## src/rtl/gb_cart_pkg.sv

```systemverilog
// Shared cartridge helpers: header-byte decode, save-sector sizing and the
// backup sequencer state encoding.
package gb_cart_pkg;

  localparam int unsigned SECTOR_BYTES = 512;
  localparam int unsigned CRAM_AW      = 17;

  typedef enum logic [2:0] {IDLE, REQ, XFER, NEXT, DONE} bk_state_t;

  function automatic logic is_mbc2(input logic [7:0] mbc_type);
    return (mbc_type == 8'h05) || (mbc_type == 8'h06);
  endfunction

  function automatic logic has_battery(input logic [7:0] mbc_type);
    case (mbc_type)
      8'h03, 8'h06, 8'h09, 8'h0D, 8'h0F, 8'h10,
      8'h13, 8'h1B, 8'h1E, 8'h22, 8'hFF: return 1'b1;
      default:                           return 1'b0;
    endcase
  endfunction

  // MBC2 carries 512 nibbles of internal RAM regardless of the size code.
  function automatic logic [7:0] last_sector(input logic [7:0] mbc_type,
                                             input logic [7:0] ram_size);
    if (is_mbc2(mbc_type)) return 8'd0;
    case (ram_size)
      8'd0:    return 8'd0;
      8'd1:    return 8'd3;
      8'd2:    return 8'd15;
      8'd3:    return 8'd63;
      default: return 8'd255;
    endcase
  endfunction

endpackage

```

## src/rtl/cram_backup_if.sv

```systemverilog
// Host block-transfer handshake between the backup sequencer (master) and
// the SD image host (slave).
interface cram_backup_if #(
  parameter int unsigned LBA_W = 8
);
  logic [LBA_W-1:0] sd_lba;
  logic             sd_rd;
  logic             sd_wr;
  logic             sd_ack;
  logic [8:0]       sd_buff_addr;
  logic [7:0]       sd_buff_dout;
  logic             sd_buff_wr;
  logic [7:0]       sd_buff_din;

  modport master (
    output sd_lba, sd_rd, sd_wr, sd_buff_din,
    input  sd_ack, sd_buff_addr, sd_buff_dout, sd_buff_wr
  );

  modport slave (
    input  sd_lba, sd_rd, sd_wr, sd_buff_din,
    output sd_ack, sd_buff_addr, sd_buff_dout, sd_buff_wr
  );
endinterface

```

## src/rtl/cram_backup_timeout.sv

```systemverilog
// Loadable down-counter; expired is raised while enabled once the count has
// run out.
module cram_backup_timeout #(
  parameter int unsigned CNT_W = 20
) (
  input  logic             clk_sys,
  input  logic             reset,
  input  logic             load,
  input  logic [CNT_W-1:0] load_val,
  input  logic             en,
  output logic             expired
);

  logic [CNT_W-1:0] cnt;

  always_ff @(posedge clk_sys) begin
    if (reset) begin
      cnt <= '0;
    end else if (load) begin
      cnt <= load_val;
    end else if (en && (cnt != '0)) begin
      cnt <= cnt - 1'b1;
    end
  end

  assign expired = en && (cnt == '0);

endmodule

```

## src/rtl/cram_backup.sv

```systemverilog
// Cart RAM save/load sequencer on RAM port B, one SD sector per request.
// Optional macro CRAM_DIRTY_EN: track CPU writes and skip saves of clean RAM.
module cram_backup
  import gb_cart_pkg::*;
#(
  parameter int unsigned LBA_W   = 8,
  parameter int unsigned TIMEOUT = 1048576
) (
  input  logic        clk_sys,
  input  logic        reset,
  input  logic [7:0]  cart_mbc_type,
  input  logic [7:0]  cart_ram_size,
  input  logic        img_mounted,
  input  logic [31:0] img_size,
  input  logic        bk_load,
  input  logic        bk_save,
  input  logic        cram_wr_cpu,
  cram_backup_if.master sd,
  output logic [16:0] cram_addr,
  output logic        cram_we,
  output logic [7:0]  cram_wdata,
  input  logic [7:0]  cram_rdata,
  output logic        busy,
  output logic        done,
  output logic        error,
  output logic        dirty
);

  localparam int unsigned CNT_W = (TIMEOUT > 2) ? $clog2(TIMEOUT) : 1;
  localparam logic [CNT_W-1:0] TO_LOAD = CNT_W'(TIMEOUT - 1);

  bk_state_t        state;
  bk_state_t        state_n;
  logic [LBA_W-1:0] lba;
  logic [LBA_W-1:0] last_lba;
  logic             save_dir;
  logic             error_q;
  logic             mounted;
  logic             save_ok;
  logic             supported;
  logic             accept_load;
  logic             accept_save;
  logic             tmr_load;
  logic             tmr_expired;

  assign supported   = has_battery(cart_mbc_type) &&
                       ((cart_ram_size != 8'd0) || is_mbc2(cart_mbc_type));
  assign accept_load = mounted && supported && bk_load;
  assign accept_save = mounted && supported && !bk_load && bk_save && save_ok;

  cram_backup_timeout #(
    .CNT_W (CNT_W)
  ) u_timeout (
    .clk_sys  (clk_sys),
    .reset    (reset),
    .load     (tmr_load),
    .load_val (TO_LOAD),
    .en       (state == REQ),
    .expired  (tmr_expired)
  );

  always_ff @(posedge clk_sys) begin
    if (reset) state <= IDLE;
    else       state <= state_n;
  end

  always_comb begin
    state_n  = state;
    tmr_load = 1'b0;
    unique case (state)
      IDLE: begin
        if (accept_load || accept_save) begin
          state_n  = REQ;
          tmr_load = 1'b1;
        end
      end
      REQ: begin
        // An ack arriving on the last counted cycle still wins over timeout.
        if (sd.sd_ack)        state_n = XFER;
        else if (tmr_expired) state_n = IDLE;
      end
      XFER: begin
        if (!sd.sd_ack) state_n = NEXT;
      end
      NEXT: begin
        if (lba == last_lba) begin
          state_n = DONE;
        end else begin
          state_n  = REQ;
          tmr_load = 1'b1;
        end
      end
      DONE:    state_n = IDLE;
      default: state_n = IDLE;
    endcase
  end

  always_ff @(posedge clk_sys) begin
    if (reset) begin
      lba      <= '0;
      last_lba <= '0;
      save_dir <= 1'b0;
      error_q  <= 1'b0;
      mounted  <= 1'b0;
    end else begin
      if (img_mounted) mounted <= (img_size != '0);
      case (state)
        IDLE: begin
          if (accept_load || accept_save) begin
            save_dir <= !accept_load;
            lba      <= '0;
            last_lba <= LBA_W'(last_sector(cart_mbc_type, cart_ram_size));
            error_q  <= 1'b0;
          end
        end
        REQ: begin
          if (!sd.sd_ack && tmr_expired) error_q <= 1'b1;
        end
        NEXT: begin
          if (lba != last_lba) lba <= lba + 1'b1;
        end
        default: ;
      endcase
    end
  end

`ifdef CRAM_DIRTY_EN
  logic dirty_q;

  // A CPU write landing in the DONE cycle keeps the RAM marked dirty.
  always_ff @(posedge clk_sys) begin
    if (reset)              dirty_q <= 1'b0;
    else if (cram_wr_cpu)   dirty_q <= 1'b1;
    else if (state == DONE) dirty_q <= 1'b0;
  end

  assign save_ok = dirty_q;
  assign dirty   = dirty_q;
`else
  logic unused_cram_wr_cpu;

  assign unused_cram_wr_cpu = cram_wr_cpu;
  assign save_ok            = 1'b1;
  assign dirty              = 1'b0;
`endif

  assign busy  = (state != IDLE);
  assign done  = (state == DONE);
  assign error = error_q;

  assign sd.sd_lba      = lba;
  assign sd.sd_rd       = (state == REQ) && !save_dir;
  assign sd.sd_wr       = (state == REQ) &&  save_dir;
  assign sd.sd_buff_din = busy ? cram_rdata : '0;

  assign cram_addr  = busy ? 17'({lba, sd.sd_buff_addr}) : '0;
  assign cram_we    = (state == XFER) && !save_dir && sd.sd_buff_wr && sd.sd_ack;
  assign cram_wdata = ((state == XFER) && !save_dir) ? sd.sd_buff_dout : '0;

endmodule

```

## src/flat_wrapper.sv

```systemverilog
// flat-port wrapper written by rule: the top's interface ports become plain ports
module cram_backup_flat import gb_cart_pkg::*;
#(
  parameter int unsigned LBA_W   = 8,
  parameter int unsigned TIMEOUT = 1048576
)
  (clk_sys, reset, cart_mbc_type, cart_ram_size, img_mounted, img_size, bk_load, bk_save, cram_wr_cpu, cram_addr, cram_we, cram_wdata, cram_rdata, busy, done, error, dirty, sd_sd_lba, sd_sd_rd, sd_sd_wr, sd_sd_buff_din, sd_sd_ack, sd_sd_buff_addr, sd_sd_buff_dout, sd_sd_buff_wr);
  cram_backup_if #(.LBA_W(LBA_W)) sd_i ();
  input  logic clk_sys;
  input  logic reset;
  input  logic [7:0] cart_mbc_type;
  input  logic [7:0] cart_ram_size;
  input  logic img_mounted;
  input  logic [31:0] img_size;
  input  logic bk_load;
  input  logic bk_save;
  input  logic cram_wr_cpu;
  output logic [16:0] cram_addr;
  output logic cram_we;
  output logic [7:0] cram_wdata;
  input  logic [7:0] cram_rdata;
  output logic busy;
  output logic done;
  output logic error;
  output logic dirty;
  output wire logic [$bits(sd_i.sd_lba)-1:0] sd_sd_lba;
  output wire logic [$bits(sd_i.sd_rd)-1:0] sd_sd_rd;
  output wire logic [$bits(sd_i.sd_wr)-1:0] sd_sd_wr;
  output wire logic [$bits(sd_i.sd_buff_din)-1:0] sd_sd_buff_din;
  input wire logic [$bits(sd_i.sd_ack)-1:0] sd_sd_ack;
  input wire logic [$bits(sd_i.sd_buff_addr)-1:0] sd_sd_buff_addr;
  input wire logic [$bits(sd_i.sd_buff_dout)-1:0] sd_sd_buff_dout;
  input wire logic [$bits(sd_i.sd_buff_wr)-1:0] sd_sd_buff_wr;
  assign sd_sd_lba = sd_i.sd_lba;
  assign sd_sd_rd = sd_i.sd_rd;
  assign sd_sd_wr = sd_i.sd_wr;
  assign sd_sd_buff_din = sd_i.sd_buff_din;
  assign sd_i.sd_ack = sd_sd_ack;
  assign sd_i.sd_buff_addr = sd_sd_buff_addr;
  assign sd_i.sd_buff_dout = sd_sd_buff_dout;
  assign sd_i.sd_buff_wr = sd_sd_buff_wr;
  cram_backup #(.LBA_W(LBA_W), .TIMEOUT(TIMEOUT)) u_core (.clk_sys(clk_sys), .reset(reset), .cart_mbc_type(cart_mbc_type), .cart_ram_size(cart_ram_size), .img_mounted(img_mounted), .img_size(img_size), .bk_load(bk_load), .bk_save(bk_save), .cram_wr_cpu(cram_wr_cpu), .sd(sd_i), .cram_addr(cram_addr), .cram_we(cram_we), .cram_wdata(cram_wdata), .cram_rdata(cram_rdata), .busy(busy), .done(done), .error(error), .dirty(dirty));
endmodule
```

## config.mk

```make
export PLATFORM = sky130hd
export DESIGN_NAME = cram_backup_flat
export DESIGN_NICKNAME = d
export VERILOG_FILES = /design/src/rtl/gb_cart_pkg.sv /design/src/rtl/cram_backup_if.sv /design/src/rtl/cram_backup_timeout.sv /design/src/rtl/cram_backup.sv /design/src/flat_wrapper.sv
export SDC_FILE = /design/constraint.sdc
export NUM_CORES = 1
export LEC_CHECK = 0
export CAP_MARGIN = 40
export CORE_MARGIN = 4
export CORE_UTILIZATION = 25
export CTS_BUF_LIST = sky130_fd_sc_hd__clkbuf_4
export DETAILED_ROUTE_END_ITERATION = 16
export GPL_TIMING_DRIVEN = 0
export PLACE_DENSITY = 0.6
export SYNTH_ARGS = -nofsm -noshare
export SYNTH_HDL_FRONTEND = slang
export SYNTH_SLANG_ARGS = --single-unit
```

## constraint.sdc

```tcl
create_clock -name clk_sys -period 3.6 [get_ports clk_sys]
set_clock_uncertainty 0.15 [all_clocks]
set_input_delay 0.36 -clock clk_sys [delete_from_list [all_inputs] [get_ports clk_sys]]
set_output_delay 0.36 -clock clk_sys [all_outputs]
set_load 0.02 [all_outputs]
```

# --- Word level (Yosys, flattened, before mapping) ---
# Index checks and enable logic that the tools add are counted.
word_totals:
  elab_cells: 98
  ram_bits: 0
  register_bits: 42
  in_bits: 81
  latch_bits: 0
  memories: 0
  out_inout_bits: 48
  rom_bits: 0
classes:
  order_cmp: 0
  multipliers: 0
  bitwise: 0
  n_div: 0
  reduce_logical: 35
  addsub: 2
  n_eq_ne: 26
  n_shift: 0
  n_mux: 28
op_table:
  columns: ["cell", "count"]
  rows:
  - ["2-to-1 mux 8 bit", 6]
  - ["2-to-1 mux 20 bit", 2]
  - ["== test 8 x 5 -> 1 bit (second input constant)", 4]
  - ["case mux 8 bit (4 select lines)", 1]
  - ["nonzero test 32 bit", 1]
  - ["== test 8 x 2 -> 1 bit (second input constant)", 3]
  - ["== test 8 x 4 -> 1 bit (second input constant)", 3]
  - ["logical NOT 20 bit", 1]
  - ["nonzero test 20 bit", 1]
  - ["subtractor 20 x 1 -> 20 bit (second input constant)", 1]
  - ["2-to-1 mux 17 bit", 1]
  - ["== test 8 x 3 -> 1 bit (second input constant)", 2]
  - ["case mux 8 bit (2 select lines)", 1]
  - ["2-to-1 mux 3 bit", 5]
  - ["logical AND 1 bit", 13]
  - ["case mux 3 bit (4 select lines)", 1]
  - ["OR reduction 11 bit", 1]
  - ["2-to-1 mux 1 bit", 9]
  - ["AND reduction 3 bit", 3]
  - ["adder 8 x 1 -> 8 bit (second input constant)", 1]
  - ["== test 8 x 1 -> 1 bit (second input constant)", 1]
  - ["== test 8 x 6 -> 1 bit (second input constant)", 1]
  - ["== test 8 bit", 1]
  - ["== test 8 bit (second input constant)", 1]
  - ["other kinds (16)", 27]

# --- Longest topological paths before layout ---
# Gate-level depths: netlist of the first run.
logic_depth:
  ltp_word: 12
  depth_mapped: 8
  mapped_depth_nobuf: 8

# --- Cells and area by module ---
# A second synthesis of the first run with hierarchy kept.
unflattened:
  hier_cells: 384
  hier_area_um2: 2981.6
modules_own_cells:
  columns: ["mod", "area_per_inst_um2", "cells_per_inst", "instances"]
  rows:
  - ["cram_backup_timeout", 1516.5, 182, 1]
  - ["cram_backup", 1465.2, 202, 1]

# --- Least setup slack after synthesis of the first run ---
# OpenSTA, ideal clock, no wires.
synth_timing:
  kind: "register to register"
  start: "reg u_core.state[2]"
  end: "reg u_core.u_timeout.cnt[13]"
  arrival_time_ns: 2.298
  setup_time_ns: 0.131
  required_ns: 3.319
  n_path_buf: 1
  path_stages_with_launch: 8
  path_slack_ns: 1.021
  cell_sequence: "dfxtp_1 > buf_6 > or3b_4 > or4_4 > or3b_1 > or4_1 > xor2_1 > a21oi_2"
synth_via:
  elab_chain_cells: 3
  word_cells_on_any_way: 7
  cone_classes: "eq/ne (2); mux (2); reduce/logical (3)"
synth_lines:
  columns: ["item", "line", "text"]
  rows:
  - ["start: declaration", "cram_backup.sv:32", "bk_state_t state;"]
  - ["start signal: assignment", "cram_backup.sv:64", "else state <= state_n;"]
  - ["== test 3 x 2 -> 1 bit (tied with other cells)", "cram_backup.sv:70", "unique case (state)"]
  - ["case mux 1 bit (2 select lines) or logical AND 1 bit (tied branches)", "cram_backup.sv:70, cram_backup_timeout.sv:21", null]
  - ["2-to-1 mux 20 bit or nonzero test 2 bit (tied branches)", null, null]
  - ["end signal: assignment", "cram_backup_timeout.sv:20", "cnt <= load_val;"]
  - ["end signal: assignment", "cram_backup_timeout.sv:22", "cnt <= cnt - 1'b1;"]
  - ["end: declaration", "cram_backup_timeout.sv:14", "logic [CNT_W-1:0] cnt;"]
# Parallel ways exist; a longest one is shown, timed or not.
# A chain may end at the register's enable or synchronous reset.

# --- Final worst setup path of the first run ---
layout_timing:
  start: "in cart_mbc_type[4]"
  end: "reg u_core.lba[6] (netlist: u_core.sd.sd_lba[6])"
layout_via:
  elab_chain_cells: 10
  word_cells_on_any_way: 24
  cone_classes: "eq/ne (13); mux (1); reduce/logical (10)"
layout_lines:
  columns: ["item", "line", "text"]
  rows:
  - ["start: declaration", "flat_wrapper.sv:11", "input logic [7:0] cart_mbc_type;"]
  - ["== test 8 x 2 -> 1 bit (tied with other cells)", "gb_cart_pkg.sv:15", "case (mbc_type)"]
  - ["OR reduction 11 bit or logical OR 1 bit (tied branches)", "gb_cart_pkg.sv:15, gb_cart_pkg.sv:11", null]
  - ["2-to-1 mux 1 bit or logical OR 1 bit (tied branches)", "gb_cart_pkg.sv:15, cram_backup.sv:47", null]
  - ["logical AND 1 bit *", "cram_backup.sv:46", "assign supported = has_battery(cart_mbc_type) &&"]
  - ["logical AND 1 bit *", "cram_backup.sv:48, cram_backup.sv:49", null]
  - ["logical AND 1 bit (2 in a row)", "cram_backup.sv:49", "assign accept_save = mounted && supported && !bk_load && bk_save && save_ok;"]
  - ["logical OR 1 bit *", "cram_backup.sv:109", "if (accept_load || accept_save) begin"]
  - ["inequality test 2 x 1 -> 1 bit (no source line) *", null, null]
  - ["AND reduction 3 bit (no source line) *", null, null]
  - ["end signal: assignment", "cram_backup.sv:120", "if (lba != last_lba) lba <= lba + 1'b1;"]
  - ["end: declaration", "cram_backup.sv:34", "logic [LBA_W-1:0] lba;"]
# Mark *: on every way between the ends. The rest lies on a longest branch, timed or not.

==> results of run 1 <==
==> logic make-up after synthesis <==
group / share of synthesized area [%]
xor+xnor: 6.84
compound gates: 14.7
other cells: 0.154
fa+ha+maj: 1.03
simple gates: 39.5
buf+inv: 4.01
flops: 31.3
mux: 2.52
==> Yosys cell counts (2+ instances only) <==
library cell	count	area [um^2]
nor2_1	26	97.6
nand4_1	6	37.5
clkbuf_1	12	45.0
nand2_1	16	60.1
a21oi_1	33	165
ha_1	2	25.0
nor4b_1	5	43.8
nor4_1	11	68.8
dfxtp_1	38	761
or3_1	8	50.1
inv_1	8	30.0
xnor2_1	12	105
or2_2	3	18.8
xor2_1	7	61.3
nand2b_1	3	18.8
nand3_1	6	30.0
nor3_1	15	75.1
and3_1	3	18.8
o41ai_1	2	17.5
or4_1	7	52.6
a22oi_1	2	15.0
and2_1	38	238
o21ai_0	2	10.0
nor2b_1	4	25.0
mux2i_1	5	50.1
o31ai_1	6	45.0
nor3b_1	2	15.0
==> worst min-delay path by stage <==
stage,startpoint,endpoint,cells after the start
finish,reset,u_core.sd.sd_lba[0],3
global route,u_core.u_timeout.cnt[9],u_core.u_timeout.cnt[9],2
CTS,reset,u_core.sd.sd_lba[0],3
detailed placement,u_core.u_timeout.cnt[9],u_core.u_timeout.cnt[9],2
global placement,u_core.u_timeout.cnt[9],u_core.u_timeout.cnt[9],2
floorplan,u_core.u_timeout.cnt[9],u_core.u_timeout.cnt[9],2
==> sequential cells by signal, indices dropped and copies added (netlist names) <==
name                  cells
u_core.u_timeout.cnt     20
u_core.sd.sd_lba          8
u_core.last_lba           4
u_core.state              3
u_core.error              1
u_core.mounted            1
u_core.save_dir           1
==> through the flow <==
stage,utilization [%],total power [W],area [um^2]
after global placement,41.0,0.000610,3840
final,41.9,0.000897,3920
after floorplan,-,0.000503,2430
after detailed placement,41.0,0.000613,3840
after CTS,41.9,0.000902,3920
after global routing,41.9,0.000932,3920
==> critical path, stage by stage <==
cell and delay [ps]:
clkdlybuf4s50_1 480, nor4_1 490, nor4b_4 390, o221a_2 300
o22ai_1 180, clkbuf_1 290, or4b_1 550, a21oi_1 140
==> per-layer routing <==
layer	routed length [um]	vias up
met2	3640	79
met4	66	0
met1	3380	1249
met3	504	6
li1	-	1381
met5	0	-
==> power groups by stage <==
stage / Clock [W] / Sequential (W) / Combinational [W]
floorplan: 0 / 0.000441 / 0.0000625
global placement: 0 / 0.000442 / 0.000169
detailed placement: 0 / 0.000442 / 0.000171
CTS: 0.000298 / 0.000433 / 0.000172
global route: 0.000311 / 0.000434 / 0.000186
finish: 0.000292 / 0.000433 / 0.000172
==> layout make-up <==
| type | count | area share [%] |
|---|---|---|
| buffer | 15 | 1.72 |
| clock buffer | 5 | 0.957 |
| clock inverter | 3 | 1.02 |
| inverter | 8 | 0.766 |
| multi-input combinational | 249 | 40.1 |
| sequential | 38 | 19.4 |
| tap | 129 | 4.11 |
| timing repair buffer | 125 | 31.9 |
==> cell usage in the layout (no fill, tap or decap), types with 11 or more instances in the layout <==
cell type / Yosys / layout
clkdlybuf4s50_1: 0 / 125
and2_1: 38 / 38
dfxtp_1: 38 / 38
a21oi_1: 33 / 33
nor2_1: 26 / 26
nand2_1: 16 / 16
nor3_1: 15 / 15
clkbuf_1: 12 / 12
xnor2_1: 12 / 12
nor4_1: 11 / 11
==> results.cfg, run 1 <==
[worst_setup_path]
timing.rr.end = u_core.u_timeout.cnt[9]
critPathMaxFanout = 10
startpoint = cart_mbc_type[4]
r2r_start = u_core.sd.sd_lba[6]
path_class = in2reg
critPathRequiredTime_ps = 3730
end_kind = register
startpoint_type = primary input
cp.arrival_ps = 3180
cp-endpoint = u_core.sd.sd_lba[6]
reg2reg_slack_ps = 750
r2r_cells = 8

[finish]
antennaDiodeCount = 0
stdcell_count = 572
area_growth_pct = 61.3
regArea_um2 = 761
multi_input_area_mm2 = 0.00157
fillers = 980
drive_gt1_share_pct = 4.51
nets = 525

[placed_design]
place_ws_ps = 215
placement.io_buffers = 125
post-dp-hpwl_um = 6120
dp_cells = 564
gp_congestion = 0.716

[power]
power_frac_seq_pct = 48.3
p_sw_share_pct = 24.5
clockPowerShare_pct = 32.6
power_density_mw_per_mm2 = 229
comb_power_share_pct = 19.1
p_int_w = 0.000677
ir_drop_mv = 0.123
p_leak_nw = 1.41
p_sw_w = 0.000220

[detailed_routing]
dr.pass1.iters = 4
num_vias = 2715
wl_per_cell_um = 13.3
ant_nets = 0
drt-initial-drc-count = 124
drc_errors = 0
wl_um = 7580
routed_via_density = 4.75

[status]
run_status = finished, final reports clean

[yosys]
ys_seq_area_share_pct = 31.3
synthFlopType = dfxtp_1
postSynthAreaPerCell_um2 = 7.85
synth_cell_types = 55
ys_warn_count = 0
syn_nets = 393
synthArstFlopShare_pct = 0
ys_ff_latch = 38
synth_edf_count = 0
synth_area_mm2 = 0.00243
netlist_instances = 310

[cts]
cts_sinks = 38
ctsHtreeMaxLevel = 2
path_clk_slew_ps = 120
cts_hold_buffers = 0
cts.path.max_buffers = 2
clk_latency_ps = 340
cts_setup_buffers = 0
cts_root_buffer = clkbuf_4
cts_resized = 0
cts_tree = built
cts_buffers = 5

[sta]
drv_slew = 0
finalHoldViolCount = 0
setup_ws_ps = 555
relSlewSlack_pct = 55.2
setup_viol = 0
holdWs_ps = 334
period_minus_slack_ps = 3040
max_freq_mhz = 328
min_period_over_period_pct = 84.6
worstMarginPinSlew_ps = 668
finalSetupTns_ps = 0
rsz0062_at_grt = no

[worst_hold_path]
hold_class = in2reg

[floorplanning]
dieArea_mm2 = 0.0114
die_width_um = 107
core_mm2 = 0.00937
rows = 35
start_util_pct = 26.0
die_y_um = 107
ios = 129

[global_routing]
grt_pass1_vias = 2688
grt_first_pass_wirelength_um = 12600
grtUsageMet3_pct = 2.95
overflow = 0
grt_max_degree = 13
use_met1_pct = 16.5
antenna_found_initial = 0
use_met2_pct = 23.5
track_usage_pct = 13.3
busiest_layer = met2

[job]
cap_violations = 0
(Power assumes the default switching activity.)
==> inputs of run 2 (changes only) <==
PLACE_DENSITY = 0.62   (was 0.6)
clock period = 2.7 ns   (was 3.6 ns; I/O delays follow)
==> results.cfg, run 2 (synthesis gave the netlist of run 1 again) <==
[finish]
antennaDiodeCount = 0
fillers = 953
layout_common_cells = 125 x clkdlybuf4s50_1, 38 x and2_1, 35 x dfxtp_1
largest_reg_flops = 20
nets = 530
finalInstanceArea_mm2 = 0.00405
area_growth_pct = 66.5
final_common_cell = clkdlybuf4s50_1
regMostFlops = u_core.u_timeout.cnt
drive_gt1_share_pct = 10.1

[cts]
cts.path.max_buffers = 2
cts_root_buffer = clkbuf_4
cts_buffers = 5
cts_sinks = 38
path_clk_slew_ps = 120
cts_hold_buffers = 0
clk_latency_ps = 350
ctsHtreeMaxLevel = 2
cts_tree = built

[worst_setup_path]
critPathRequiredTime_ps = 2830
end_kind = register
reg2reg_slack_ps = -10
startpoint = u_core.state[2]
path_class = reg2reg
startpoint_type = register
r2r_start = u_core.state[2]
critPathMaxFanout = 7
r2r_cells = 7
cp.arrival_ps = 2840

[sta]
finalHoldViolCount = 0
min_period_over_period_pct = 100
holdWs_ps = 216
period_minus_slack_ps = 2710
drv_slew = 0
max_freq_mhz = 369
setup_viol = 1
setup_ws_ps = -11.7
rsz0062_at_grt = yes
worstMarginPinSlew_ps = 566
relSlewSlack_pct = 61.9

[placed_design]
post-dp-hpwl_um = 6210
placement.io_buffers = 125
post_dp_cell_area_mm2 = 0.00384
place_ws_ps = -610
gp_congestion = 0.785

[power]
comb_power_share_pct = 19.6
clockPowerShare_pct = 31.5
p_total_w = 0.00118
ir_drop_mv = 0.179
p_int_w = 0.000899
power_frac_seq_pct = 48.9
power_density_mw_per_mm2 = 291
p_leak_nw = 1.49
p_sw_share_pct = 23.8
p_sw_w = 0.000281

[detailed_routing]
drt-met1-wl_um = 3340
routed_via_density = 4.79
wl_um = 7700
highest_layer = met4
wl_met3_um = 487
num_vias = 2759
dr.pass1.iters = 4
dr_wl_met2_um = 3760
ant_nets = 0
drt-initial-drc-count = 131
wl_per_cell_um = 13.4
drc_errors = 0

[floorplanning]
start_util_pct = 26.0
dieArea_mm2 = 0.0114
ios = 129
rows = 35
die_y_um = 107
die_width_um = 107
core_mm2 = 0.00937

[worst_hold_path]
hold_class = in2reg
worstHoldStart = reset
whs_path_depth = 4

[global_routing]
track_usage_pct = 13.3
grt_pass1_vias = 2679
grt_first_pass_wirelength_um = 12600
overflow = 0
grt_max_degree = 12
antenna_found_initial = 0

[status]
violations = negative setup slack
run_status = finished, violations left

[job]
cap_violations = 0
-- run 2: power by group through the flow --
stage / logic (W) / registers, W / clock network [W]
global placement: 0.000223 / 0.000589 / 0
global route: 0.000252 / 0.000579 / 0.000414
detailed placement: 0.000228 / 0.000590 / 0
CTS: 0.000231 / 0.000577 / 0.000385
finish: 0.000231 / 0.000577 / 0.000372
floorplan: 0.0000833 / 0.000588 / 0
-- run 2: final cells by class --
cell class | instances | area, um^2 | area share, %
multi-input combinational | 249 | 1650 | 40.8
timing repair buffer | 132 | 1300 | 32.2
sequential | 38 | 764 | 18.9
tap | 129 | 161 | 3.99
buffer | 13 | 66.3 | 1.64
clock buffer | 5 | 37.5 | 0.927
clock inverter | 2 | 33.8 | 0.834
inverter | 8 | 30.0 | 0.742
-- run 2: worst paths after layout --
path,end
max reg2reg,u_core.u_timeout.cnt[13]
min,u_core.sd.sd_lba[1]
max,u_core.u_timeout.cnt[13]
min reg2reg,u_core.u_timeout.cnt[9]
-- run 2: critical path, stage by stage, from the launching register on --
cell	delay [ps]
dfxtp_2	340
buf_6	120
or3b_4	410
or4_4	470
or3b_4	420
or4_4	440
xor2_2	160
a21oi_2	120
-- run 2: what timing repair did --
item / in CTS / in global routing
endpoints found under the setup margin: 57 / 58
gates cloned: 0 / 0
resized for setup: 11 / 16
setup buffers: 1 / 6
pin swaps: 0 / 1
-- run 2: through the flow --
stage / TNS (ps) / cells / utilization [%]
2_1_floorplan: 0 / 310 / -
3_3_place_gp: -16800 / 564 / 41.0
3_5_place_dp: -17120 / 564 / 41.0
4_1_cts: -22.0 / 572 / 42.3
5_1_grt: -104 / 576 / 43.2
6_report: -11.7 / 576 / 43.2
-- run 2: routing by layer --
layer  global-route usage (%)  vias up
met3                     2.47        9
met5                        0        -
met1                     16.5     1262
met2                     23.4       95
li1                         -     1393
met4                     4.02        0
==> inputs of run 3 (changes only) <==
CORE_UTILIZATION = 52   (was 25)
DONT_BUFFER_PORTS = 1   (was not set)
PLACE_DENSITY = 0.75   (was 0.62)
SKIP_LAST_GASP = 1   (was not set)
==> results.cfg, run 3 (synthesis gave the netlist of run 1 again) <==
[status]
run_status = finished, final reports clean

[worst_setup_path]
reg2reg_slack_ps = 30
critPathMaxFanout = 6
path_class = reg2reg
cp.arrival_ps = 2760
critPathRequiredTime_ps = 2790
r2r_cells = 7
startpoint_type = register
timing.rr.end = u_core.u_timeout.cnt[13]
startpoint = u_core.state[2]
cp-endpoint = u_core.u_timeout.cnt[13]
r2r_start = u_core.state[2]
end_kind = register

[sta]
relSlewSlack_pct = 53.3
drv_slew = 0
setup_ws_ps = 29.6
min_period_over_period_pct = 98.9
max_freq_mhz = 374
period_minus_slack_ps = 2670
worstMarginPinSlew_ps = 694
finalSetupTns_ps = 0
setup_viol = 0
finalHoldViolCount = 0
rsz0062_at_grt = yes

[detailed_routing]
drt-initial-drc-count = 129
dr.pass1.iters = 6
routed_via_density = 6.19
drc_errors = 0
wl_per_cell_um = 16.6
ant_nets = 0
num_vias = 2358
wl_um = 6310

[placed_design]
place_ws_ps = -146
post-dp-hpwl_um = 4780
placement.io_buffers = 0
post_dp_cell_area_mm2 = 0.00250
gp_congestion = 0.784

[power]
ir_drop_mv = 0.164
power_frac_seq_pct = 59.0
p_sw_w = 0.000257
p_int_w = 0.000721
clockPowerShare_pct = 30.1
comb_power_share_pct = 10.9
p_leak_nw = 1.01
p_sw_share_pct = 26.3
power_density_mw_per_mm2 = 366

[floorplanning]
die_y_um = 76.4
start_util_pct = 54.7
die_width_um = 76.4
ios = 129
dieArea_mm2 = 0.00584
core_mm2 = 0.00444
rows = 24

[cts]
path_clk_slew_ps = 110
ctsHtreeMaxLevel = 2
cts_tree = built
cts.path.max_buffers = 2
cts_sinks = 38
clk_latency_ps = 350
cts_root_buffer = clkbuf_4
cts_buffers = 5

[global_routing]
antenna_found_initial = 0
overflow = 0
grt_max_degree = 12
grt_first_pass_wirelength_um = 9910
grt_pass1_vias = 2193
track_usage_pct = 20.5

[finish]
drive_gt1_share_pct = 11.2
layout_common_cells = 38 x and2_1, 36 x dfxtp_1, 33 x a21oi_1
multi_input_area_mm2 = 0.00160
largest_reg_flops = 20
final_common_cell = and2_1
fillers = 414
antennaDiodeCount = 0
utilization_pct = 60.2
regArea_um2 = 763
finalInstanceArea_mm2 = 0.00268
nets = 411
area_growth_pct = 9.98
regMostFlops = u_core.u_timeout.cnt

[worst_hold_path]
hold_class = in2reg

[job]
cap_violations = 0
==> run 3: cell types whose count changed in the layout (fill, tap and decap cells not counted), sizes merged <==
cell / delta
dlygate4sd3: +3
clkbuf: +4
clkinv: +1
bufinv: -1
clkdlybuf4s50: -125
==> run 3: worst max-delay path: stages, from the launching register on <==
cell and delay (ps):
dfxtp_2 350, buf_6 130, or3b_4 390, or4_4 440, or3b_4 410, or4_4 430, xor2_2 170, a21oi_2 70
==> run 3: metrics by stage <==
stage	hold slack (ps)	instances	power, W
after floorplan	287	310	0.000671
after global placement	292	362	0.000687
after detailed placement	303	362	0.000690
after CTS	23.4	375	0.000991
after global routing	71.8	381	0.00103
final	34.7	381	0.000978
==> run 3: worst min path at each step <==
stage                             from         endpoint  slack [ps]  depth (start not counted)
after global routing      img_size[19]   u_core.mounted          70                          3
after global placement     img_mounted   u_core.mounted         290                          2
after CTS                    sd_sd_ack     u_core.error          20                          3
final                        sd_sd_ack     u_core.error          30                          3
after floorplan              sd_sd_ack  u_core.state[1]         290                          2
after detailed placement     sd_sd_ack  u_core.state[1]         300                          2
==> run 3: layout make-up <==
cell class              count  share of cell area (%)
inverters                   8                    1.12
flip-flops and latches     38                    28.5
repair buffers             12                    3.65
plain buffers              14                    2.57
clock buffers               6                    1.68
well taps                  52                    2.43
clock inverters             2                   0.327
multi-input cells         249                    59.7
==> run 3: power by group through the flow <==
stage	Clock [W]	Combinational, W	Sequential, W
2_1_floorplan	0	0.0000833	0.000588
3_3_place_gp	0	0.0000978	0.000589
3_5_place_dp	0	0.000101	0.000589
4_1_cts	0.000309	0.000106	0.000577
5_1_grt	0.000334	0.000121	0.000578
6_report	0.000295	0.000106	0.000577
==> run 3: per-layer routing <==
metal / part of all wire [%] / track usage [%]
met1: 40 / 24.6
met2: 49 / 35.3
met3: 9.0 / 5.08
met4: 1.7 / 7.25
met5: 0 / 0
==> run 3: what timing repair did <==
action,4_1_cts,5_1_grt
endpoints found under the setup margin,20,28
hold endpoints to repair,4,0
resized for setup,5,6
pin swaps,0,1
setup buffers,2,7
hold buffers,3,0
